## config.mk

```make
export PLATFORM = sky130hd
export DESIGN_NAME = pipe_result_writer
export DESIGN_NICKNAME = d
export VERILOG_FILES = /design/src/rtl/pipe_result_writer.sv
export SDC_FILE = /design/constraint.sdc
export NUM_CORES = 1
export LEC_CHECK = 0
export CAP_MARGIN = 25
export CORE_MARGIN = 1
export CORE_UTILIZATION = 40
export DETAILED_ROUTE_END_ITERATION = 8
export PLACE_DENSITY = 0.68
export SLEW_MARGIN = 40
export SYNTH_ARGS = -nofsm -noshare
export SYNTH_HDL_FRONTEND = slang
export SYNTH_SLANG_ARGS = --single-unit
```

## constraint.sdc

```tcl
create_clock -name CLK_i -period 3.3 [get_ports CLK_i]
set_input_delay 0.66 -clock CLK_i [delete_from_list [all_inputs] [get_ports CLK_i]]
set_output_delay 0.66 -clock CLK_i [all_outputs]
set_load 0.005 [all_outputs]
```

## src/rtl/pipe_result_writer.sv

```systemverilog
// Buffers pipe-stage results in a small FIFO and streams them to banked SRAM,
// assigning per-stage sequential word addresses and tracking finish/drain.
module pipe_result_writer #(
    parameter int unsigned WIDTH  = 16,
    parameter int unsigned ADDR_W = 12,
    parameter int unsigned DEPTH  = 4
) (
    input  logic                  CLK_i,
    input  logic                  RST_i,
    input  logic                  valid_i,
    input  logic [2:0]            stage_i,
    input  logic                  finished_i,
    input  logic [WIDTH-1:0]      operand1_i,
    input  logic [WIDTH-1:0]      operand2_i,
    output logic                  stall_o,
    output logic                  wr_en_o,
    input  logic                  wr_ready_i,
    output logic [2:0]            wr_bank_o,
    output logic [ADDR_W-1:0]     wr_addr_o,
    output logic [2*WIDTH-1:0]    wr_data_o,
    output logic                  done_o,
    output logic                  wrap_o
);

    localparam int unsigned PTR_W  = $clog2(DEPTH);
    localparam int unsigned CNT_W  = $clog2(DEPTH + 1);
    localparam int unsigned DATA_W = 2 * WIDTH;

    typedef enum logic [1:0] {
        S_IDLE,
        S_RUN,
        S_DRAIN,
        S_DONE
    } state_e;

    state_e              state_q, state_d;
    logic [CNT_W-1:0]    count_q, count_d;
    logic [PTR_W-1:0]    wr_ptr_q, wr_ptr_d;
    logic [PTR_W-1:0]    rd_ptr_q, rd_ptr_d;
    logic [ADDR_W-1:0]   addr_cnt_q, addr_cnt_d;
    logic [2:0]          last_stage_q, last_stage_d;
    logic                wrap_q, wrap_d;
    logic                stall_q, stall_d;
    logic                wr_en_q, wr_en_d;
    logic                done_q, done_d;

    logic                accepting_c;
    logic                push_c;
    logic                pop_c;
    logic                same_stage_c;
    logic [ADDR_W-1:0]   push_addr_c;
    logic [DATA_W-1:0]   push_data_c;

    logic [2:0]          bank_mem [DEPTH];
    logic [ADDR_W-1:0]   addr_mem [DEPTH];
    logic [DATA_W-1:0]   data_mem [DEPTH];

    // Next-state, FIFO control and address generation
    always_comb begin
        state_d      = state_q;
        count_d      = count_q;
        wr_ptr_d     = wr_ptr_q;
        rd_ptr_d     = rd_ptr_q;
        addr_cnt_d   = addr_cnt_q;
        last_stage_d = last_stage_q;
        wrap_d       = wrap_q;
        stall_d      = 1'b0;
        wr_en_d      = 1'b0;
        done_d       = 1'b0;

        accepting_c  = (state_q == S_IDLE) || (state_q == S_RUN);
        push_c       = valid_i && !stall_q && (stage_i != 3'd7) && accepting_c;
        pop_c        = wr_en_q && wr_ready_i;
        same_stage_c = (stage_i == last_stage_q);
        push_addr_c  = same_stage_c ? addr_cnt_q + ADDR_W'(1) : '0;
        push_data_c  = {(stage_i == 3'd6) ? operand2_i : WIDTH'(0), operand1_i};

        if (push_c) begin
            wr_ptr_d     = wr_ptr_q + PTR_W'(1);
            addr_cnt_d   = push_addr_c;
            last_stage_d = stage_i;
            if (same_stage_c && (addr_cnt_q == {ADDR_W{1'b1}})) begin
                wrap_d = 1'b1;
            end
        end
        if (pop_c) begin
            rd_ptr_d = rd_ptr_q + PTR_W'(1);
        end
        if (push_c && !pop_c) begin
            count_d = count_q + CNT_W'(1);
        end else if (!push_c && pop_c) begin
            count_d = count_q - CNT_W'(1);
        end

        unique case (state_q)
            S_IDLE: begin
                if (finished_i) begin
                    state_d = S_DRAIN;
                end else if (push_c) begin
                    state_d = S_RUN;
                end
            end
            S_RUN: begin
                if (finished_i) begin
                    state_d = S_DRAIN;
                end
            end
            // Leave only once an empty FIFO has been observed for a full cycle
            S_DRAIN: begin
                if (count_q == '0) begin
                    state_d = S_DONE;
                end
            end
            S_DONE: begin
                state_d = S_DONE;
            end
            default: begin
                state_d = S_IDLE;
            end
        endcase

        stall_d = (count_d == CNT_W'(DEPTH)) &&
                  ((state_d == S_IDLE) || (state_d == S_RUN));
        wr_en_d = (count_d != '0);
        done_d  = (state_d == S_DONE);
    end

    // Control state register
    always_ff @(posedge CLK_i) begin
        if (RST_i) begin
            state_q      <= S_IDLE;
            count_q      <= '0;
            wr_ptr_q     <= '0;
            rd_ptr_q     <= '0;
            addr_cnt_q   <= '0;
            last_stage_q <= 3'd7;
            wrap_q       <= 1'b0;
            stall_q      <= 1'b0;
            wr_en_q      <= 1'b0;
            done_q       <= 1'b0;
        end else begin
            state_q      <= state_d;
            count_q      <= count_d;
            wr_ptr_q     <= wr_ptr_d;
            rd_ptr_q     <= rd_ptr_d;
            addr_cnt_q   <= addr_cnt_d;
            last_stage_q <= last_stage_d;
            wrap_q       <= wrap_d;
            stall_q      <= stall_d;
            wr_en_q      <= wr_en_d;
            done_q       <= done_d;
        end
    end

    // FIFO payload storage; contents are qualified by count, so no reset
    always_ff @(posedge CLK_i) begin
        if (push_c) begin
            bank_mem[wr_ptr_q] <= stage_i;
            addr_mem[wr_ptr_q] <= push_addr_c;
            data_mem[wr_ptr_q] <= push_data_c;
        end
    end

    assign stall_o   = stall_q;
    assign wr_en_o   = wr_en_q;
    assign done_o    = done_q;
    assign wrap_o    = wrap_q;
    assign wr_bank_o = bank_mem[rd_ptr_q];
    assign wr_addr_o = addr_mem[rd_ptr_q];
    assign wr_data_o = data_mem[rd_ptr_q];

endmodule

```

# After elaboration in Yosys (flattened, before gate mapping)
# Memory sizes are Yosys's and may differ from the RTL's. A register that Yosys moved wholly into a read port is not among the register bits.
# Cells that the tools add are included.
[word_totals]
regBits = 28
latch_bits = 0
ramBits = 188
mem_bits_ro = 0
in_bits = 40
output_inout_bits = 51
memories = 3
[classes]
n_addsub = 5
n_mul = 0
div = 0
n_lt_le_gt_ge = 0
eq_ne = 10
shifts = 0
muxes = 17
bitwise_logic = 0
reduce_logical = 18
[mem_list]
columns = ["name", "depth", "width", "read_ports", "rd_ports_with_merged_regs", "write_ports", "line_no", "rtl"]
rows = [
  ["data_mem", 4, 32, 1, 1, 1, "56", "logic [DATA_W-1:0] data_mem [DEPTH];"],
  ["addr_mem", 4, 12, 1, 1, 1, "55", "logic [ADDR_W-1:0] addr_mem [DEPTH];"],
  ["bank_mem", 4, 3, 1, 1, 1, "54", "logic [2:0] bank_mem [DEPTH];"],
]
[ops]
columns = ["operator", "n"]
rows = [
  ["2-to-1 mux 2 bit", 10],
  ["2-to-1 mux 16 bit", 1],
  ["adder 12 x 1 -> 12 bit (second input constant)", 1],
  ["equality test 12 bit (second input constant)", 1],
  ["2-to-1 mux 12 bit", 1],
  ["logical AND 1 bit", 8],
  ["case mux 2 bit (4 select lines)", 1],
  ["equality test 2 bit (second input constant)", 3],
  ["equality test 3 bit (second input constant)", 2],
  ["2-to-1 mux 3 bit", 2],
  ["adder 2 x 1 -> 2 bit (second input constant)", 2],
  ["equality test 2 x 1 -> 1 bit (second input constant)", 2],
  ["zero test 2 bit", 2],
  ["adder 3 x 1 -> 3 bit (second input constant)", 1],
  ["equality test 3 bit", 1],
  ["zero test 1 bit", 3],
  ["zero test 3 bit", 1],
  ["!= test 3 bit (second input constant)", 1],
  ["nonzero test 3 bit", 1],
  ["subtractor 3 x 1 -> 3 bit (second input constant)", 1],
  ["logical OR 1 bit", 2],
  ["2-to-1 mux 1 bit", 2],
  ["AND reduction 2 bit", 1],
]

# Depth between registers and ports, before layout
[depth]
depth_word = 10
mapped_depth = 6

# Worst setup path after synthesis
# OpenSTA, ideal clock, no wires.
[synth_path]
path_type = "input port to flip-flop"
from = "input port valid_i"
to = "memory addr_mem[0][0] (enable)"
setup_ns = 0.409
arrival_ns = 2.344
t_required_ns = 2.891
slack_ns = 0.546
path_stages = 3
path_cell_list = "nor3b_1 -> clkbuf_1 -> and3_1"
[synth_between]
elab_chain_cells = 5
[synth_rtl]
columns = ["item", "line_no", "rtl"]
rows = [
  ["start, declared", "10", "input logic valid_i,"],
  ["logical AND 1 bit (3 in series)", "72", "push_c = valid_i && !stall_q && (stage_i != 3'd7) && accepting_c;"],
  ["2-to-1 mux 1 bit", "157", "if (push_c) begin"],
  ["2-to-1 mux 1 bit (implied by the code)", "159", "addr_mem[wr_ptr_q] <= push_addr_c;"],
  ["end, declared", "55", ""],
]
# Every way passes these cells.

==> impl_metrics.json <==
{
  "status": "finished clean",
  "die_h_um": 148,
  "ys_seq_elements": 218,
  "finClkSkew_ns": 0.00696,
  "hpwl_um": 9330,
  "met2_usage_pct": 26.4,
  "dieArea_mm2": 0.0219,
  "max_stage_delay_ns": 0.61,
  "maxCapViolCount": 0,
  "core_area_mm2": 0.0210,
  "slew_headroom_pct": 55.8,
  "grtUsageMet3_pct": 2.65,
  "drt_iter0_markers": 252,
  "grt_overflow_total": 0,
  "hold_viol": 0,
  "pre_cts_slack_ns": 0.398,
  "drt_drc_violations_left": 0,
  "path_cells": "buf_12 > mux4_2 > clkdlybuf4s50_1",
  "grt_usage_pct": 15.1,
  "criticalPathCategory": "register to output pin",
  "fp.dieW_um": 148,
  "fmax_ghz": 0.340,
  "clk_pin_slew_ns": 0.06,
  "power.density_mw_per_mm2": 638,
  "worstMarginPinSlew_ns": 0.663,
  "wire_per_inst_um": 18.6,
  "antenna_found_initial": 0,
  "syn_nets": 518,
  "drive_gt1_share_pct": 16.1,
  "async_reset_ff_share_pct": 0,
  "cp-start-kind": "register",
  "slowest_stage": "mux4_2",
  "place_congestion": 0.753,
  "final.setup.worst_slack_ns": 0.360,
  "cts_buffers": 23,
  "synth-edff-count": 188,
  "yosys_most_used_dff": "edfxtp_1",
  "setup_viol": 0,
  "cts_resized": 0,
  "start_util_pct": 40.7,
  "syn_area_per_cell_um2": 18.2,
  "cts_root_buf": "clkbuf_16",
  "routed_via_density": 5.21,
  "num_vias": 4500,
  "final_util_pct": 50.4,
  "vdd.ir_drop.worst_mv": 0.322,
  "min_path_type": "register to register",
  "crit_buf_inv": 2,
  "antennaDiodeCount": 0,
  "crit_family": "buffers and inverters",
  "htree_levels": 1,
  "routed_wirelength_um": 16100,
  "synth_cell_types": 41,
  "grt_pass1_vias": 4721,
  "slew_viol_final": 0,
  "busiest_layer": "met2",
  "cts_buffer_depth": 3,
  "arrival_ns": 2.28,
  "cts_tree": "done",
  "critPathMaxFanout": 47,
  "grt_pass1_wl_um": 25600,
  "grt_max_degree": 48,
  "rsz0062_at_grt": "false",
  "yosys_warnings": 0,
  "period_share_pct": 89.1,
  "antenna_left": 0,
  "hold_buffers": 0,
  "synth_seq_area_share_pct": 73.2,
  "io_buffers": 90,
  "endpoint_kind": "output pin",
  "cts_setup_buffers": 0,
  "synth.cell_area_mm2": 0.00853,
  "power_leakage_nw": 3.45,
  "period_minus_slack_ns": 2.94,
  "cts.sinks": 218,
  "finalSetupTns_ns": 0,
  "rows": 53,
  "syn_inst": 470,
  "dr.pass1.iters": 4,
  "cp.required_ns": 2.64,
  "synthToLayoutAreaGrowth_pct": 23.9,
  "io_pins": 91,
  "clk_latency_ns": 0.49,
  "fin_nets": 621,
  "use_met1_pct": 19.7
}
==> final cells by class <==
| class | instances | area, um2 |
|---|---|---|
| flip-flops and latches | 218 | 6250 |
| repair buffers | 101 | 1050 |
| inverters | 5 | 18.8 |
| clock buffers | 29 | 598 |
| well taps | 275 | 344 |
| fillers | 1744 | 10400 |
| clock inverters | 12 | 131 |
| multi-input cells | 224 | 2180 |
==> registers in the layout, indices dropped and copies added (netlist names), 2 cells and up, named ones only <==
signal	flops
addr_cnt_q	12
addr_mem	48
bank_mem	12
count_q	3
data_mem	128
last_stage_q	3
rd_ptr_q	2
state_q	2
wr_ptr_q	2
==> path summary, 6_finish.rpt <==
kind,startpoint,to,slack (ns),cells past startpoint
hold reg to reg,last_stage_q[2],last_stage_q[2],0.48,2
setup / recovery,register,wr_addr_o[2],0.36,3
hold / removal,last_stage_q[2],last_stage_q[2],0.48,2
setup reg to reg,last_stage_q[2],addr_cnt_q[10],1.36,4
==> tightest hold or removal path, delay by kind of cell (launching register included) <==
kind             cells  cell delay (ns)
flip-flops           1             0.32
AND/OR/NAND/NOR      2             0.11
==> Yosys cell counts, types with 2 or more instances <==
library cell / n / area [um2]
and3_1: 6 / 37.5
and4_1: 2 / 17.5
o211a_1: 2 / 20.0
nor2_1: 29 / 109
a32o_1: 6 / 60.1
mux4_2: 47 / 1060
a311oi_1: 2 / 17.5
inv_1: 5 / 18.8
a21oi_1: 5 / 25.0
or3_1: 2 / 12.5
ha_1: 8 / 100
nor3_1: 4 / 20.0
nor4_1: 5 / 31.3
xnor2_1: 11 / 96.3
nor3b_1: 3 / 22.5
nand2_1: 20 / 75.1
nor2b_1: 4 / 25.0
buf_2: 7 / 35.0
nand4_1: 4 / 25.0
dfxtp_1: 30 / 601
o31ai_1: 2 / 15.0
nand3_1: 11 / 55.1
o21ai_0: 11 / 55.1
edfxtp_1: 188 / 5650
and2_1: 20 / 125
clkbuf_1: 15 / 56.3
xor2_1: 7 / 61.3
==> cells in the final DEF, fill, tap and decap left out, types with 3 or more instances in the layout <==
master	count
ha_1	8
o21ai_0	11
a21oi_1	5
nor2_1	29
nor3b_1	3
dfxtp_1	28
clkbuf_1	6
xnor2_1	11
xor2_1	7
mux4_2	47
bufinv_16	3
inv_1	5
edfxtp_1	188
nor2b_1	4
nand3_1	11
clkbuf_16	23
clkdlybuf4s50_1	90
nand4_1	4
nand2_1	20
buf_4	6
and2_1	20
and3_2	4
clkinv_1	6
nor4_1	4
a32o_1	6
nor3_1	4
buf_12	5
==> power breakdown <==
part           total, mW  internal [mW]  leakage [nW]  switching, mW
logic               1.10          0.628          1.07          0.467
clock network       2.49           1.51         0.354          0.975
registers           3.16           3.11          2.02         0.0546
==> logic make-up (layout without fill, tap and decap cells) <==
| logic type | after synthesis | in the layout | synth area share (%) |
|---|---|---|---|
| mux | 47 | 47 | 12.4 |
| flops | 218 | 218 | 73.2 |
| simple gates | 115 | 115 | 7.03 |
| compound gates | 36 | 36 | 2.99 |
| fa+ha+maj | 8 | 8 | 1.17 |
| xor+xnor | 18 | 18 | 1.85 |
| buf+inv | 28 | 147 | 1.33 |
==> per-layer routing <==
layer  up-vias  wire length [um]
met4         0               222
met1      2278              7020
li1       2075                 -
met5         -                 0
met2       128              7940
met3        19               874
==> through the flow <==
stage	power, mW	cell area [um2]	hold slack (ns)	std cells
3_3_place_gp	4.31	9840	0.464	823
5_1_grt	7.02	10600	0.498	864
2_1_floorplan	3.81	8530	0.454	470
3_5_place_dp	4.33	9840	0.477	823
4_1_cts	6.83	10600	0.485	864
6_report	6.74	10600	0.483	864
No activity file was read; power rests on OpenSTA's default activity.
